<file path="src/rtl/led_pattern_engine.sv">
// Avalon-MM LED pattern engine: static/blink/chase modes stepped by a prescaled tick, optional PWM dimming.
// Build option LED_PATTERN_ENGINE_PWM_EN adds the duty register and PWM gate; without it LEDs run at full brightness.
module led_pattern_engine #(
  parameter int PRESCALE = 50000
) (
  input  logic        clk,
  input  logic        reset_n,
  input  logic        address,
  input  logic        read,
  output logic [31:0] readdata,
  input  logic        write,
  input  logic [31:0] writedata,
  output logic [7:0]  leds
);
  localparam int PW = $clog2(PRESCALE);
  localparam logic [PW-1:0] PRESC_LAST = PW'(PRESCALE - 1);

  typedef enum logic [1:0] {
    M_STATIC  = 2'b00,
    M_BLINK   = 2'b01,
    M_CHASE_L = 2'b10,
    M_CHASE_R = 2'b11
  } mode_t;

  mode_t         mode;
  logic [7:0]    pattern;
  logic [15:0]   step;
  logic [PW-1:0] presc_cnt;
  logic [15:0]   step_cnt;
  logic [7:0]    work;
  logic          phase;

  logic          wr_ctrl;
  logic          wr_rate;
  logic          tick;
  logic          stepev;
  logic          pwm_on;
  logic [15:0]   step_last;
  logic [7:0]    duty_view;
  logic [7:0]    disp;
  logic [31:0]   ctrl_view;
  logic [31:0]   rate_view;

  assign wr_ctrl   = write & ~address;
  assign wr_rate   = write & address;
  assign tick      = (presc_cnt == PRESC_LAST);
  assign step_last = (step == 16'd0) ? 16'd0 : step - 16'd1;
  // Any register write restarts step timing, so it also swallows a coincident step event.
  assign stepev    = tick & ~write & (step_cnt >= step_last);

  always_ff @(posedge clk or negedge reset_n) begin
    if (!reset_n) begin
      presc_cnt <= '0;
    end else if (tick) begin
      presc_cnt <= '0;
    end else begin
      presc_cnt <= presc_cnt + PW'(1);
    end
  end

  always_ff @(posedge clk or negedge reset_n) begin
    if (!reset_n) begin
      pattern <= 8'h00;
      mode    <= M_STATIC;
      step    <= 16'd500;
    end else begin
      if (wr_ctrl) begin
        pattern <= writedata[7:0];
        mode    <= mode_t'(writedata[9:8]);
      end
      if (wr_rate) begin
        step <= writedata[23:8];
      end
    end
  end

  always_ff @(posedge clk or negedge reset_n) begin
    if (!reset_n) begin
      step_cnt <= 16'd0;
      work     <= 8'h00;
      phase    <= 1'b1;
    end else if (wr_ctrl) begin
      step_cnt <= 16'd0;
      work     <= writedata[7:0];
      phase    <= 1'b1;
    end else if (wr_rate) begin
      step_cnt <= 16'd0;
    end else if (stepev) begin
      step_cnt <= 16'd0;
      case (mode)
        M_BLINK:   phase <= ~phase;
        M_CHASE_L: work  <= {work[6:0], work[7]};
        M_CHASE_R: work  <= {work[0], work[7:1]};
        default:   ;
      endcase
    end else if (tick) begin
      step_cnt <= step_cnt + 16'd1;
    end
  end

`ifdef LED_PATTERN_ENGINE_PWM_EN
  logic [7:0] duty;
  logic [7:0] pwm_cnt;
  logic       unused_wdata;

  always_ff @(posedge clk or negedge reset_n) begin
    if (!reset_n) begin
      duty <= 8'hFF;
    end else if (wr_rate) begin
      duty <= writedata[7:0];
    end
  end

  always_ff @(posedge clk or negedge reset_n) begin
    if (!reset_n) begin
      pwm_cnt <= 8'h00;
    end else begin
      pwm_cnt <= pwm_cnt + 8'd1;
    end
  end

  // duty 255 must mean fully on, which the compare alone cannot express.
  assign pwm_on       = (pwm_cnt < duty) | (duty == 8'hFF);
  assign duty_view    = duty;
  assign unused_wdata = &{1'b0, writedata[31:24]};
`else
  logic unused_wdata;

  assign pwm_on       = 1'b1;
  assign duty_view    = 8'hFF;
  assign unused_wdata = &{1'b0, writedata[31:24], writedata[7:0]};
`endif

  always_comb begin
    disp = work;
    if (mode == M_BLINK && !phase) begin
      disp = 8'h00;
    end
  end

  assign ctrl_view = {22'd0, mode, pattern};
  assign rate_view = {8'd0, step, duty_view};

  always_ff @(posedge clk or negedge reset_n) begin
    if (!reset_n) begin
      readdata <= 32'd0;
      leds     <= 8'h00;
    end else begin
      if (read) begin
        readdata <= address ? rate_view : ctrl_view;
      end
      leds <= disp & {8{pwm_on}};
    end
  end

endmodule

</file>
<file path="config.mk">
export PLATFORM = sky130hd
export DESIGN_NAME = led_pattern_engine
export DESIGN_NICKNAME = d
export VERILOG_FILES = /design/src/rtl/led_pattern_engine.sv
export SDC_FILE = /design/constraint.sdc
export NUM_CORES = 1
export LEC_CHECK = 0
export BUFFER_PORTS_ARGS = -buffer_cell sky130_fd_sc_hd__clkbuf_2
export CORE_MARGIN = 4
export CORE_UTILIZATION = 64
export CTS_BUF_LIST = sky130_fd_sc_hd__clkbuf_8
export CTS_CLUSTER_SIZE = 14
export DETAILED_ROUTE_END_ITERATION = 6
export PLACE_DENSITY = 0.95
export SLEW_MARGIN = 20
export SYNTH_ARGS = -nofsm -noshare
export SYNTH_HDL_FRONTEND = slang
export SYNTH_SLANG_ARGS = --single-unit
export TNS_END_PERCENT = 50
</file>
<file path="constraint.sdc">
create_clock -name clk -period 10.22 [get_ports clk]
set_clock_uncertainty 0.1 [all_clocks]
set_input_delay 2.044 -clock clk [delete_from_list [all_inputs] [get_ports clk]]
set_output_delay 2.044 -clock clk [all_outputs]
set_load 0.03 [all_outputs]
</file>
# After elaboration in Yosys (flattened, before gate mapping)
# Index checks and enable logic that the tools add are counted.
# W data, S select, Z words.
# op_classes
n_lt_le_gt_ge	1
eq_ne	5
addsub	3
n_mux	16
reduce_logical	9
bitwise_logic	7
# ops
op	count
$mux W16	6
$add A16 B1 Y16 const B	2
$mux W8	4
$mux W24	1
$eq A16 B16 Y1 const B	1
$ge A16 B16 Y1	1
$logic_not A16 Y1	1
$pmux W8 S2	1
$sub A16 B1 Y16 const B	1
$reduce_and A3 Y1	2
$and A1 B1 Y1	4
$eq A2 B2 Y1 const B	2
$mux W1	4
$reduce_bool A2 Y1	2
$reduce_bool A4 Y1	1
$not A1 Y1	3
$reduce_bool A3 Y1	1
$eq A2 B1 Y1 const B	1
$ne A2 B2 Y1 const B	1
$logic_and A1 B1 Y1	1
$logic_not A1 Y1	1
# word_totals
wordCells	50
in_bits	37
regBits	107

# Depth between registers and ports, before layout
# Gate-level depths: netlist (run 1).
# logic_depth
ltp_word	7
depth_mapped	15
ltp_nobuf	13

# Worst setup path before layout (run 1)
# Ideal clock, no wire load.
# synth_timing
path_type	register to register
start	register step[11]
end	register work[0]
setup_time_ns	0.132
period_less_slack_ns	3.606
stages_incl_launch_ff	14
n_path_buf	2
required_ns	9.988
setup_slack_ns	6.614
arrival_ns	3.374
path_cell_list	dfrtp_1 > or4_1 > nor4_2 > nand3_1 > clkbuf_1 > nand2_1 > ha_1 > a21o_1 > a21o_1 > a2111o_1 > o311a_1 > buf_6 > mux2i_1 > o21ai_1
# synth_via
elab_chain_len	6
word_cells_on_any_way	7
# synth_lines
element	line_no	source
start: declaration	27	logic [15:0] step;
start signal: assignment	72	step <= writedata[23:8];
$sub A16 B1 Y16 or $logic_not A16 Y1 (tied branches)	47	assign step_last = (step == 16'd0) ? 16'd0 : step - 16'd1;
$mux W16 (*)	47	
$ge A16 B16 Y1 (*)	49	assign stepev = tick & ~write & (step_cnt >= step_last);
$and A1 B1 Y1 (*)	49	
$reduce_bool A2 Y1 (no line) (*)	n/a	
$reduce_and A3 Y1 (no line) (*)	n/a	
end signal: assignment	84	work <= writedata[7:0];
end signal: assignment	92	M_CHASE_L: work <= {work[6:0], work[7]};
end signal: assignment	93	M_CHASE_R: work <= {work[0], work[7:1]};
end: declaration	30	logic [7:0] work;
# Mark *: on every way between the ends. The rest lies on a longest branch, timed or not.
# A chain may end at the register's enable or synchronous reset.

# Worst setup path after layout (run 1)
# layout_timing
start	register step[11]
end	register step_cnt[5]
# layout_via
elab_chain_len	7
word_cells_on_any_way	9
# layout_lines
element	line_no	source
$sub A16 B1 Y16 or $logic_not A16 Y1 (tied branches)	47	
$mux W16 (*)	47	
$ge A16 B16 Y1 (*)	49	
$and A1 B1 Y1 (*)	49	
$mux W16	88	end else if (stepev) begin
$mux W16	86	end else if (wr_rate) begin
$mux W16	82	end else if (wr_ctrl) begin
end signal: assignment	97	step_cnt <= step_cnt + 16'd1;
end: declaration	29	logic [15:0] step_cnt;
# Marked as above.

==> results of run 1 <==
kinds of logic after synthesis:
logic type	synth area share, %
multiplexers	7.58
XOR/XNOR	4.70
adder cells (fa/ha/maj)	4.97
AO/OA/AOI/OAI	8.85
AND/OR/NAND/NOR	19.6
buffers and inverters	4.85
other	0.0745
flip-flops	49.4
layer usage:
metal	share of wire, %	up-vias	GRT usage (%)
met3	5.4	40	5.26
li1	-	1831	-
met4	3.2	0	8.96
met2	52	164	44.7
met5	0	-	0
met1	40	1963	30.7
worst paths after layout:
path | endpoint | slack, ps | depth (start not counted)
max | step_cnt[5]$_DFFE_PN0P_ | 5530 | 12
max in group asynchronous | step_cnt[11]$_DFFE_PN0P_ | 7370 | 2
min in group asynchronous | step_cnt[14]$_DFFE_PN0P_ | 1540 | 1
max reg2reg | step_cnt[5]$_DFFE_PN0P_ | 5530 | 12
min | pattern[5]$_DFFE_PN0P_ | 400 | 2
min reg2reg | pattern[5]$_DFFE_PN0P_ | 400 | 2
power groups by stage:
stage	Sequential, uW	Clock, uW	Combinational, uW
6_report	461	273	158
5_1_grt	465	294	173
4_1_cts	460	275	158
3_5_place_dp	467	0	157
3_3_place_gp	463	0	147
2_1_floorplan	488	0	81.6
stage by stage:
step / utilization (%) / hold slack, ps / total power, uW
2_1_floorplan: - / 346 / 570
3_3_place_gp: 69.4 / 366 / 610
3_5_place_dp: 69.5 / 375 / 623
4_1_cts: 72.4 / 401 / 894
5_1_grt: 72.5 / 422 / 932
6_report: 72.5 / 396 / 892
final cells by class:
type / count / area (um^2)
clock buffers: 9 / 124
clock inverters: 7 / 98.8
fillers: 519 / 2120
inverters: 21 / 78.8
multi-input cells: 363 / 2330
flip-flops and latches: 99 / 2490
well taps: 102 / 128
repair buffers: 62 / 322
registers in the layout (all words and copies together) (netlist names):
signal,count
readdata,24
presc_cnt,16
step,16
step_cnt,16
leds,8
pattern,8
work,8
mode,2
phase,1
Yosys cell counts (10+ instances only):
library cell	n
o21ai_0	16
xor2_1	20
nand2b_1	11
nor2_1	41
nand3_1	31
dfrtp_1	92
a21oi_1	24
clkbuf_1	14
ha_1	20
nand2_1	61
mux2_2	25
o21ai_1	10
mux2i_1	10
inv_1	21
nor2b_1	12
a31oi_1	12
worst max-delay path, delay by kind of cell (launching register included):
family / cells / cell delay, ps
buffers and inverters: 1 / 250
AO/OA/AOI/OAI: 5 / 1140
adder cells (fa/ha/maj): 1 / 260
flip-flops: 1 / 440
AND/OR/NAND/NOR: 5 / 2430
==> reports/results.txt, run 1 <==
Run status = finished, violations left
Clock-pin slew on the worst setup and hold paths = 110 ps
Final period util = 45.9%
Post-CTS Setup Repair Bufs = 0
Vias = 3998
Design area = 5570 um^2
Crit path top cell by count = a21o_1
Cell Int Power = 606 uW
Final worst setup slack = 5530 ps
Synth warn = 0
Final wirelength = 11.5 mm
CP max FO = 17
Final Max Slew Viols = 0
Total core area = 7690 um^2
Dominant synthesized flop cell = dfrtp_1
Worst-margin pin slew = 937 ps
CTS tree = done
WP data arrival = 4890 ps
Final setup viols = 0
Clock share of power = 30.6%
Delay of the slowest critical-path stage = 740 ps
LEAKAGE = 0.00267 uW
Post-synth top area share = 45.7%
IO Port Bufs = 60
Initial antenna violation count = 0
Worst hold path type = flop to flop
CP endpoint kind = flop
First-pass GRT wire length = 19.6 mm
DRC = 2
WS Path Type = flop to flop
# placed instances = 647
PwrDens = 160 nW/um^2
Starting density of the core = 65.5%
Sequential area share after synthesis = 49.4%
# hold bufs at CTS = 0
Fin cells = 663
Syn Inst Count = 504
Most frequent cells in the layout = 92 x dfrtp_1, 61 x nand2_1, 59 x clkbuf_2, 41 x nor2_1, 31 x nand3_1
Number of cells upsized or downsized after cts = 0
Remaining Overflow, GRT = 0
DIE HEIGHT = 96.7 um
Final Critical Period = 4690 ps
Maximum root-to-sink buffer count = 2
Distinct cell type count after synthesis = 49
Post-synth top area cell = dfrtp_1
RSZ-0062 raised after global routing = no
Sw Share = 32.1%
Clock sinks = 99
Layout net count = 613
Vias/cell = 6.03
Commonest non-fill, non-tap cell in the layout = dfrtp_1
Worst EP required = 10420 ps
Relative slew slack = 37.0%
DRT Pass-1 Iters = 7
Die area = 9350 um^2
CP Cell Sequence = or4_1 -> nor4_2 -> nand3_1 -> nand2_1 -> ha_1 -> a21o_1 -> a21o_1 -> a2111o_1 -> nor4_4 -> buf_6 -> a41oi_1 -> a31oi_1
Post-place instance area = 5350 um^2
CTS root buf = clkbuf_8
Hold Startpoint = pattern[5]$_DFFE_PN0P_
Number of CTS-inserted buffers = 9
Sw Pwr = 287 uW
Crit-path slowest cell = nor4_4
Gr usage total = 25.4%
Boundary pin count = 77
Post-DP HPWL = 8.08 mm
Final hold vios = 0
Crit. Startpoint = step[11]$_DFFE_PN0P_
EDFF count, synth = 0
Max cap viols = 0
Synth top area cells = dfrtp_1 46%, mux2_2 5.6%, ha_1 5.0%
Setup tns final = 0 ps
Pre-CTS setup slack = 5730 ps
Combinational share of power = 17.7%
F_max = 213 MHz
#FFs+latches synth = 99
Worst IR drop on VDD = 0.157 mV
Routability Congestion = 0.838
Asr flop ratio synth = 100%
Vias in the first global route = 4173
Wire per inst = 17.4 um
Failing checks = DRC
Diode count = 0
Layout area overhead = 10.6%
Crit start category = flop
Part of the power in registers = 51.7%
Worst r2r src = step[11]$_DFFE_PN0P_
Share of cells above drive strength 1 = 20.9%
Post-DRT Antenna Nets = 0
Initial DRC count = 290
Clk_lat worst skew = 370 ps
Avg Inst Size Synth = 9.99 um^2
Synth Cell Area = 5030 um^2
H-tree lvl count = 3
Cell Rows = 32
Die X-Extent = 96.7 um
Largest net degree at the start of global routing = 59
Note: power is estimated with default switching activity, not from simulation.
==> run 2, diff against run 1 <==
ABC_AREA = 1   (was unset)
CORE_UTILIZATION = 59   (was 64)
PLACE_DENSITY = 0.93   (was 0.95)
clock period = 4.54 ns   (was 10.22 ns; I/O delays follow)
==> run 2 against run 1 <==
The flow still finishes with violations (DRC). Sequential share of layout area shrank 2.4 points. Combinational power grew to 2.8 times the previous value. First-iteration DRC count shrank 1.4%. Core utilization shrank 5.0 points. Design area grew 5.6%. Clock power grew 120%. Die area grew 13%. Worst hold slack lost 25 ps. Worst setup slack lost 4300 ps. Via count grew 16%.
==> reports/results.txt, run 2 <==
Run status = finished, violations left (unchanged)
Failing checks = DRC (unchanged)
Diode count = 0 (unchanged)
Worst-margin pin slew = 876 ps (was 937 ps)
Vias in the first global route = 4487 (was 4173)
Min Hold Slack = 371 ps (was 396 ps)
Post-DP HPWL = 8.95 mm (was 8.08 mm)
Sequential area share after synthesis = 46.8% (was 49.4%)
Top reg by flops = readdata (unchanged)
Asr flop ratio synth = 100% (unchanged)
R2R setup slack = 1260 ps (was 5530 ps)
Grt met3 use = 4.94% (was 5.26%)
Gr usage total = 24.3% (was 25.4%)
Post-synth top area cell = dfrtp_1 (unchanged)
Total core area = 8720 um^2 (was 7690 um^2)
Number of CTS-inserted buffers = 9 (unchanged)
Clock sinks = 99 (unchanged)
Synth cell count leaders = 143 x nand2_1, 92 x dfrtp_1, 83 x inv_1, 67 x nor2_1, 49 x o21ai_0 (was 92 x dfrtp_1, 61 x nand2_1, 41 x nor2_1, 31 x nand3_1, 25 x mux2_2)
Pre-CTS setup slack = 1430 ps (was 5730 ps)
Top-count cell post-synth = nand2_1 (was dfrtp_1)
Post-CTS Setup Repair Bufs = 0 (unchanged)
Worst IR drop on VDD = 0.307 mV (was 0.157 mV)
CP max FO = 9 (was 17)
Met2 global-route usage = 40.2% (was 44.7%)
Worst hold path cell count = 1 (was 2)
DRC = 4 (was 2)
Area of the multi-input gates = 2410 um^2 (was 2330 um^2)
Final hold vios = 0 (unchanged)
Synth Cell Area = 5310 um^2 (was 5030 um^2)
H-tree lvl count = 3 (unchanged)
Die X-Extent = 103 um (was 96.7 um)
Max reg flops = 24 (unchanged)
Synth warn = 0 (unchanged)
CP endpoint kind = flop (unchanged)
Setup tns final = 0 ps (unchanged)
F_max = 305 MHz (was 213 MHz)
LEAKAGE = 0.00307 uW (was 0.00267 uW)
Most frequent cells in the layout = 143 x nand2_1, 92 x dfrtp_1, 83 x inv_1, 67 x nor2_1, 59 x clkbuf_2 (was 92 x dfrtp_1, 61 x nand2_1, 59 x clkbuf_2, 41 x nor2_1, 31 x nand3_1)
IO Port Bufs = 60 (unchanged)
Syn Inst Count = 653 (was 504)
CTS root buf = clkbuf_8 (unchanged)
DRT Pass-1 Iters = 7 (unchanged)
Layout net count = 769 (was 613)
Post-synth top area share = 43.3% (was 45.7%)
# hold bufs at CTS = 0 (unchanged)
Vias = 4639 (was 3998)
Largest net degree at the start of global routing = 83 (was 59)
Commonest non-fill, non-tap cell in the layout = nand2_1 (was dfrtp_1)
# fillers = 656 (was 519)
Starting density of the core = 60.9% (was 65.5%)
CP bufs+invs = 1 (unchanged)
Initial DRC count = 286 (was 290)
Cell Rows = 34 (was 32)
Post-DRT Antenna Nets = 0 (unchanged)
Hold Path End = presc_cnt[0]$_DFF_PN0_ (was pattern[5]$_DFFE_PN0P_)
Layout area overhead = 10.8% (was 10.6%)
Crit-path slowest cell = dfrtp_1 (was nor4_4)
WS Path Type = flop to flop (unchanged)
Final worst setup slack = 1260 ps (was 5530 ps)
Post-place instance area = 5670 um^2 (was 5350 um^2)
Final setup viols = 0 (unchanged)
WP data arrival = 3460 ps (was 4890 ps)
Worst hold path type = flop to flop (unchanged)
EDFF count, synth = 0 (unchanged)
Initial antenna violation count = 0 (unchanged)
Max cap viols = 0 (unchanged)
Clk_lat worst skew = 380 ps (was 370 ps)
Routability Congestion = 0.897 (was 0.838)
Relative slew slack = 41.4% (was 37.0%)
Delay of the slowest critical-path stage = 490 ps (was 740 ps)
Worst R2R End = step_cnt[0]$_DFFE_PN0P_ (was step_cnt[5]$_DFFE_PN0P_)
Avg Inst Size Synth = 8.13 um^2 (was 9.99 um^2)
Final Critical Period = 3280 ps (was 4690 ps)
Maximum root-to-sink buffer count = 2 (unchanged)
Clock-pin slew on the worst setup and hold paths = 110 ps (about the same)
Share of cells above drive strength 1 = 17.2% (was 20.9%)
Final period util = 72.3% (was 45.9%)
#FFs+latches synth = 99 (unchanged)
RSZ-0062 raised after global routing = no (unchanged)
Boundary pin count = 77 (unchanged)
Dominant synthesized flop cell = dfrtp_1 (unchanged)
Remaining Overflow, GRT = 0 (unchanged)
Worst r2r src = step[3]$_DFFE_PN0P_ (was step[11]$_DFFE_PN0P_)
Sequential Area = 2490 um^2 (unchanged)
Met1 GRT Util = 32.2% (was 30.7%)
Distinct cell type count after synthesis = 41 (was 49)
Worst EP required = 4720 ps (was 10420 ps)
Die area = 10600 um^2 (was 9350 um^2)
CP Cell Sequence = nor2_1 -> nand3_1 -> nor2_1 -> nand2_2 -> nor3_4 -> xor2_1 -> nand2_1 -> ha_1 -> a21oi_1 -> o21ai_0 -> a21oi_1 -> nand2_1 -> inv_1 -> nand2_2 -> o21ai_0 (was or4_1 -> nor4_2 -> nand3_1 -> nand2_1 -> ha_1 -> a21o_1 -> a21o_1 -> a2111o_1 -> nor4_4 -> buf_6 -> a41oi_1 -> a31oi_1)
Number of cells upsized or downsized after cts = 0 (unchanged)
Vias/cell = 5.62 (was 6.03)
Wire per inst = 15.0 um (was 17.4 um)
Crit start category = flop (unchanged)
Hold Startpoint = presc_cnt[0]$_DFF_PN0_ (was pattern[5]$_DFFE_PN0P_)
DIE HEIGHT = 103 um (was 96.7 um)
Final wirelength = 12.4 mm (was 11.5 mm)
PwrDens = 357 nW/um^2 (was 160 nW/um^2)
First-pass GRT wire length = 20.4 mm (was 19.6 mm)
Largest delay share family, worst path = simple AND/OR/NAND/NOR gates (unchanged)
CTS tree = done (unchanged)
Final Max Slew Viols = 0 (unchanged)
GRT Max-Usage Layer = met2 (unchanged)
Synth top area cells = dfrtp_1 43%, nand2_1 10%, inv_1 5.9% (was dfrtp_1 46%, mux2_2 5.6%, ha_1 5.0%)
Design area = 5880 um^2 (was 5570 um^2)
R2r worst-path depth = 15 (was 12)
-- run 2: changes by cell type after synthesis, moves of 13 or more --
cell,delta
inv_1,+62
mux2_2,-18
o21ai_0,+33
nand2_1,+82
nand3_1,+13
nor2_1,+26
-- run 2: cells by family (layout without fill, tap and decap cells) --
| logic type | after synthesis | in the layout | synth area share, % |
|---|---|---|---|
| xor gates and xnor gates | 17 | 17 | 2.80 |
| muxes | 7 | 7 | 1.48 |
| AOI/OAI and AO/OA | 95 | 95 | 9.40 |
| adders and majority gates | 20 | 20 | 4.71 |
| DFF | 99 | 99 | 46.8 |
| and+or+nand+nor | 306 | 306 | 26.5 |
| buffers and inverters | 108 | 165 | 8.27 |
| other | 1 | 8 | 0.0706 |
-- run 2: layout make-up --
type / instances / area share, %
sequential: 99 / 42.2
multi-input combinational: 453 / 41.0
inverter: 88 / 5.61
timing repair buffer: 61 / 5.34
tap: 108 / 2.30
clock buffer: 9 / 2.11
clock inverter: 7 / 1.40
-- run 2: per-stage QoR --
stage | cells | total power, uW | util [%]
2_1_floorplan | 660 | 1370 | -
5_1_grt | 825 | 2210 | 67.5
3_3_place_gp | 809 | 1490 | 65.1
3_5_place_dp | 809 | 1510 | 65.1
4_1_cts | 825 | 2110 | 67.4
6_report | 825 | 2100 | 67.5
-- run 2: worst max path at each step --
stage,cells past startpoint,to,slack (ps),startpoint
finish,15,step_cnt[0]$_DFFE_PN0P_,1260,step[3]$_DFFE_PN0P_
global route,20,step_cnt[0]$_DFFE_PN0P_,1100,step[7]$_DFFE_PN1P_
CTS,20,step_cnt[0]$_DFFE_PN0P_,1360,step[4]$_DFFE_PN1P_
detailed placement,16,step_cnt[0]$_DFFE_PN0P_,1430,step[8]$_DFFE_PN1P_
global placement,16,step_cnt[0]$_DFFE_PN0P_,1590,step[8]$_DFFE_PN1P_
floorplan,16,step_cnt[0]$_DFFE_PN0P_,1910,step[8]$_DFFE_PN1P_
-- run 2: metal layers --
metal / wire, um / share of wire, % / up-vias
met2: 6150 / 50 / 160
met5: 0 / 0 / -
met1: 5310 / 43 / 2236
li1: - / - / 2220
met3: 694 / 5.6 / 23
met4: 252 / 2.0 / 0
-- run 2: power by group --
group / internal, uW / switching (uW)
Combinational: 136 / 300
Clock: 266 / 336
Sequential: 984 / 81.3
Total: 1390 / 717
